### config.mk
export PLATFORM = sky130hd
export DESIGN_NAME = fetch_control
export DESIGN_NICKNAME = d
export VERILOG_FILES = /design/src/rtl/fetch_ctrl_pkg.sv /design/src/rtl/hazard_detect.sv /design/src/rtl/fetch_control.sv
export SDC_FILE = /design/constraint.sdc
export NUM_CORES = 1
export LEC_CHECK = 0
export CORE_MARGIN = 2
export CORE_UTILIZATION = 45
export DETAILED_ROUTE_END_ITERATION = 16
export HOLD_SLACK_MARGIN = 0.05
export PLACE_DENSITY = 0.82
export SETUP_SLACK_MARGIN = 0.3
export SLEW_MARGIN = 40
export SYNTH_ARGS = -nofsm -noshare
export SYNTH_HDL_FRONTEND = slang
export SYNTH_SLANG_ARGS = --single-unit
### constraint.sdc
create_clock -name clock -period 3.48 [get_ports clock]
set_input_delay 0.87 -clock clock [delete_from_list [all_inputs] [get_ports clock]]
set_output_delay 0.87 -clock clock [all_outputs]
set_load 0.005 [all_outputs]
### src/rtl/fetch_ctrl_pkg.sv
// Shared types and constants for the IF-stage fetch controller.
package fetch_ctrl_pkg;

  localparam int unsigned XLEN       = 32;
  localparam int unsigned REG_ADDR_W = 5;
  localparam logic [31:0] NOP_INSN   = 32'h0000_0013;

  typedef enum logic [1:0] {
    StBoot,
    StRun,
    StMemWait,
    StFault
  } state_e;

endpackage

### src/rtl/hazard_detect.sv
// Load-use hazard comparator: a load in EX whose destination feeds the instruction in ID.
module hazard_detect
  import fetch_ctrl_pkg::*;
(
  input  logic                  mem_read_i,
  input  logic [REG_ADDR_W-1:0] rd_i,
  input  logic [REG_ADDR_W-1:0] rs1_i,
  input  logic [REG_ADDR_W-1:0] rs2_i,
  output logic                  hazard_o
);

  // x0 is hardwired to zero, so a load targeting it never creates a dependency.
  assign hazard_o = mem_read_i && (rd_i != '0) && ((rd_i == rs1_i) || (rd_i == rs2_i));

endmodule

### src/rtl/fetch_control.sv
// IF-stage sequencer: arbitrates branch redirects, load-use stalls and imem wait states.
module fetch_control
  import fetch_ctrl_pkg::*;
#(
  parameter int unsigned XLEN        = fetch_ctrl_pkg::XLEN,
  parameter int unsigned BOOT_CYCLES = 2,
  parameter int unsigned CNT_W       = 16
) (
  input  logic                  clock,
  input  logic                  reset,
  input  logic                  branch_taken,
  input  logic [XLEN-1:0]       branch_target,
  input  logic                  id_ex_mem_read,
  input  logic [REG_ADDR_W-1:0] id_ex_rd,
  input  logic [REG_ADDR_W-1:0] if_id_rs1,
  input  logic [REG_ADDR_W-1:0] if_id_rs2,
  input  logic                  imem_ready,
  output logic                  load_pc,
  output logic                  mux_sel,
  output logic [XLEN-1:0]       pc_branch_value,
  output logic                  load_if_id_register,
  output logic                  if_id_flush,
  output logic                  id_ex_bubble,
  output logic                  fault,
  output logic [CNT_W-1:0]      stall_cycles
);

  localparam int unsigned BootW = (BOOT_CYCLES > 1) ? $clog2(BOOT_CYCLES) : 1;
  // With no boot delay the controller leaves reset straight into RUN.
  localparam state_e ResetState = (BOOT_CYCLES == 0) ? StRun : StBoot;

  state_e           state_q, state_d;
  logic [BootW-1:0] boot_q, boot_d;
  logic             pend_q, pend_d;
  logic [XLEN-1:0]  tgt_q, tgt_d;
  logic             fault_q, fault_d;
  logic [CNT_W-1:0] stall_q, stall_d;

  logic            hazard;
  logic            misaligned;
  logic            ld_pc, sel, ld_ifid, flush, bubble;
  logic [XLEN-1:0] redir;

  hazard_detect u_hazard_detect (
    .mem_read_i (id_ex_mem_read),
    .rd_i       (id_ex_rd),
    .rs1_i      (if_id_rs1),
    .rs2_i      (if_id_rs2),
    .hazard_o   (hazard)
  );

  assign misaligned = branch_taken && (branch_target[1:0] != 2'b00);

  always_comb begin
    state_d = state_q;
    boot_d  = boot_q;
    pend_d  = pend_q;
    tgt_d   = tgt_q;
    fault_d = fault_q;
    ld_pc   = 1'b0;
    sel     = 1'b0;
    ld_ifid = 1'b0;
    flush   = 1'b0;
    bubble  = 1'b0;
    redir   = '0;

    unique case (state_q)
      StBoot: begin
        if (32'(boot_q) == BOOT_CYCLES - 32'd1) begin
          state_d = StRun;
        end else begin
          boot_d = boot_q + 1'b1;
        end
      end
      StRun: begin
        if (misaligned) begin
          state_d = StFault;
          fault_d = 1'b1;
        end else if (branch_taken && imem_ready) begin
          ld_pc  = 1'b1;
          sel    = 1'b1;
          redir  = branch_target;
          flush  = 1'b1;
          bubble = 1'b1;
        end else if (branch_taken) begin
          tgt_d   = branch_target;
          pend_d  = 1'b1;
          state_d = StMemWait;
          bubble  = 1'b1;
        end else if (hazard) begin
          bubble = 1'b1;
        end else if (!imem_ready) begin
          state_d = StMemWait;
          bubble  = 1'b1;
        end else begin
          ld_pc   = 1'b1;
          ld_ifid = 1'b1;
        end
      end
      StMemWait: begin
        if (misaligned) begin
          state_d = StFault;
          fault_d = 1'b1;
          pend_d  = 1'b0;
        end else if (imem_ready) begin
          state_d = StRun;
          pend_d  = 1'b0;
          // A branch resolving in the same cycle supersedes the saved target.
          if (branch_taken || pend_q) begin
            ld_pc  = 1'b1;
            sel    = 1'b1;
            redir  = branch_taken ? branch_target : tgt_q;
            flush  = 1'b1;
            bubble = 1'b1;
          end else begin
            ld_pc   = 1'b1;
            ld_ifid = 1'b1;
          end
        end else begin
          bubble = 1'b1;
          if (branch_taken) begin
            tgt_d  = branch_target;
            pend_d = 1'b1;
          end
        end
      end
      StFault: ;
      default: state_d = ResetState;
    endcase

    stall_d = stall_q;
    if ((state_q == StRun || state_q == StMemWait) && !ld_pc && (stall_q != '1)) begin
      stall_d = stall_q + 1'b1;
    end
  end

  always_ff @(posedge clock or negedge reset) begin
    if (!reset) begin
      state_q <= ResetState;
      boot_q  <= '0;
      pend_q  <= 1'b0;
      tgt_q   <= '0;
      fault_q <= 1'b0;
      stall_q <= '0;
    end else begin
      state_q <= state_d;
      boot_q  <= boot_d;
      pend_q  <= pend_d;
      tgt_q   <= tgt_d;
      fault_q <= fault_d;
      stall_q <= stall_d;
    end
  end

  // Outputs are forced low while reset is held, even when reset lands directly in RUN.
  always_comb begin
    load_pc             = reset && ld_pc;
    mux_sel             = reset && sel;
    load_if_id_register = reset && ld_ifid;
    if_id_flush         = reset && flush;
    id_ex_bubble        = reset && bubble;
    pc_branch_value     = reset ? redir : '0;
  end

  assign fault        = fault_q;
  assign stall_cycles = stall_q;

endmodule

==> flow_metrics.py <==
metrics = {
    "setup_path": {
        "required_ns": 2.61,
        "crit_start": "state_q[1]$_DFFE_PN0P_",
        "critPathMaxFanout": 8,
        "reg2reg_from": "state_q[1]$_DFFE_PN0P_",
        "arrival_ns": 2.31,
        "startpoint_type": "flip-flop",
        "crit_path_end_kind": "output pin",
        "crit_type": "flip-flop to output pin",
    },
    "drt": {
        "wl_per_cell_um": 19.9,
        "route.met3.wl_um": 633,
        "via_per_inst": 5.67,
        "top_layer_used": "met4",
        "drt_iter0_markers": 130,
        "num_vias": 2758,
        "ant_nets": 0,
        "wl_met2_um": 5070,
        "met1Wirelength_um": 3510,
        "drt-total-wl_um": 9650,
        "route.detailed.drc": 0,
        "dr.pass1.iters": 4,
    },
    "yosys": {
        "synthFlopType": "dfrtp_1",
        "synth-async-reset-ratio": 1.00,
        "syn_inst": 262,
        "synth-edff-count": 0,
        "synth_area_per_cell_um2": 11.1,
        "synth_warnings": 0,
        "yosysSeqAreaShare": 0.455,
        "synth-seq-cells": 53,
        "ys_types": 39,
        "synth_nets": 319,
        "netlist_area_um2": 2920,
    },
    "sta": {
        "finalHoldViolCount": 0,
        "hold_slack_ns": 0.487,
        "relSlewSlack": 0.583,
        "fin_tns_setup_ns": 0,
        "worst_pin_slew_ns": 0.626,
        "setup_viol": 0,
        "fmax_mhz": 315,
        "finalCritPeriodShare": 0.914,
        "min_period_ns": 3.18,
        "rsz0062_at_grt": "yes",
        "drv_slew": 0,
        "fin_skew_ns": 0.00520,
    },
    "power": {
        "clockPowerShare": 0.323,
        "swShare": 0.225,
        "internal_power_mw": 0.847,
        "peakVddDrop_mv": 0.217,
        "p_total_mw": 1.09,
        "power_leakage_nw": 2.16,
        "seqPwrFrac": 0.563,
        "power.net_switching_mw": 0.246,
        "comb_power_share": 0.114,
        "pwr_density_cell_nw_per_um2": 236,
    },
    "cts": {
        "insertion_delay_ns": 0.31,
        "cts_made_buffers": 5,
        "cts_num_sinks": 53,
        "cts.clk_slew.worst_paths_ns": 0.08,
        "ctsHoldBuffers": 0,
        "cts-root-buf": "clkbuf_8",
        "tritoncts": "built",
        "clock_path_buffers": 2,
        "h-tree-depth": 2,
    },
    "grt": {
        "grt.total_usage": 0.244,
        "antenna_found_initial": 0,
        "grt_pass1_vias": 2846,
        "grt_pass1_wl_um": 13900,
        "grt_max_degree": 49,
        "overflow": 0,
    },
    "layout": {
        "drive_above_1_share": 0.323,
        "final_common_cell": "clkdlybuf4s50_1",
        "nNetsFinal": 466,
        "diodes": 0,
        "final_cell_mix": "clkdlybuf4s50_1 (56), dfrtp_1 (53), buf_4 (39)",
        "syn_to_final_growth_pct": 58.9,
        "final_cell_area_um2": 4640,
        "fin_util": 0.734,
    },
    "floorplanning": {
        "start_util": 0.462,
        "die_h_um": 84.5,
        "io_pins": 106,
        "die-area_um2": 7140,
        "coreArea_um2": 6310,
        "rows": 29,
        "die_w_um": 84.5,
    },
    "hold_path": {
        "hold_class": "flip-flop to flip-flop",
        "worstHoldStart": "boot_q$_DFFE_PN0N_",
    },
    "placement": {
        "placed_area_um2": 4200,
        "place_congestion": 0.814,
        "place_hpwl_um": 5530,
        "port_buffers": 105,
    },
    "outcome": {
        "status": "complete, no violations",
    },
    "job": {
        "drv_cap": 0,
    },
}
## flip-flops by register name, indices dropped and copies added (netlist names)
register / flops
tgt_q: 32
stall_cycles: 16
state_q: 2
boot_q: 1
fault: 1
pend_q: 1
## cells in the mapped netlist, drive strengths merged (2+ instances only)
| library cell | number | area (um2) |
|---|---|---|
| inv | 6 | 22.5 |
| and2 | 2 | 12.5 |
| xnor2 | 23 | 201 |
| nor2 | 13 | 48.8 |
| a21oi | 7 | 35.0 |
| and4 | 2 | 17.5 |
| mux2 | 33 | 372 |
| o21a | 2 | 15.0 |
| nand3b | 2 | 15.0 |
| dfrtp | 53 | 1330 |
| mux2i | 3 | 30.0 |
| nor2b | 4 | 27.5 |
| o21ai | 5 | 25.0 |
| and3 | 4 | 25.0 |
| clkbuf | 7 | 26.3 |
| ha | 5 | 62.6 |
| nand4 | 9 | 75.1 |
| buf | 8 | 51.3 |
| nand3 | 14 | 105 |
| nand2 | 18 | 67.6 |
| a22o | 30 | 263 |
## power by group through the flow
stage                     Clock, mW  Sequential, mW  Combinational, mW
after floorplan                   0           0.628             0.0201
after global placement            0           0.628              0.112
after detailed placement          0           0.628              0.115
after CTS                     0.358           0.615              0.117
after global routing          0.382           0.615              0.135
final                         0.353           0.615              0.125
## logic make-up (layout without fill, tap and decap cells)
kind of cell               Yosys count  count (layout)  share of synthesized area
AOI/OAI and AO/OA                   49              49                      0.130
xor gates and xnor gates            23              23                     0.0691
adders and majority gates            5               5                     0.0215
buffers and inverters               21             168                     0.0343
DFF                                 53              53                      0.455
muxes                               36              36                      0.138
and+or+nand+nor                     75              75                      0.153
## timing repair
action / 4_1_cts / 5_1_grt
pin swaps: 11 / 15
buffers inserted: 16 / 5
resized for setup: 85 / 56
setup endpoints to repair: 37 / 36
cloned: 3 / 2
## area by class of cell
| type | count | area [um2] |
|---|---|---|
| fillers | 441 | 1680 |
| multi-input cells | 188 | 1620 |
| repair buffers | 155 | 1490 |
| flip-flops and latches | 53 | 1330 |
| well taps | 77 | 96.3 |
| clock buffers | 7 | 86.3 |
| inverters | 6 | 22.5 |
## critical path: stages (launching register included)
cell and delay (ns):
dfrtp_1 0.39, inv_1 0.12, ha_4 0.34, nand3_2 0.11
nor2_4 0.26, buf_6 0.16, buf_16 0.12, buf_8 0.12
a22o_1 0.16, clkdlybuf4s15_1 0.21
## routing by layer
metal  vias to the layer above  track usage
met2                       130        0.438
li1                       1241            -
met3                        29       0.0492
met4                         0        0.115
met1                      1358        0.276
met5                         -            0
## stage by stage
stage,worst slack (ns),instances
6_report,0.300,486
5_1_grt,0.239,486
4_1_cts,0.283,479
3_5_place_dp,-0.267,453
3_3_place_gp,-0.231,453
2_1_floorplan,0.673,262
## path summary, 6_finish.rpt
path | depth (start not counted) | to | slack, ns
min in group asynchronous | 2 | tgt_q[18]$_DFFE_PN0P_ | 0.56
max in group asynchronous | 2 | tgt_q[10]$_DFFE_PN0P_ | 2.27
min | 1 | boot_q$_DFFE_PN0N_ | 0.49
min reg2reg | 1 | boot_q$_DFFE_PN0N_ | 0.49
max reg2reg | 7 | tgt_q[23]$_DFFE_PN0P_ | 1.26
max | 9 | pc_branch_value[12] | 0.30
No activity file was read; power rests on OpenSTA's default activity.
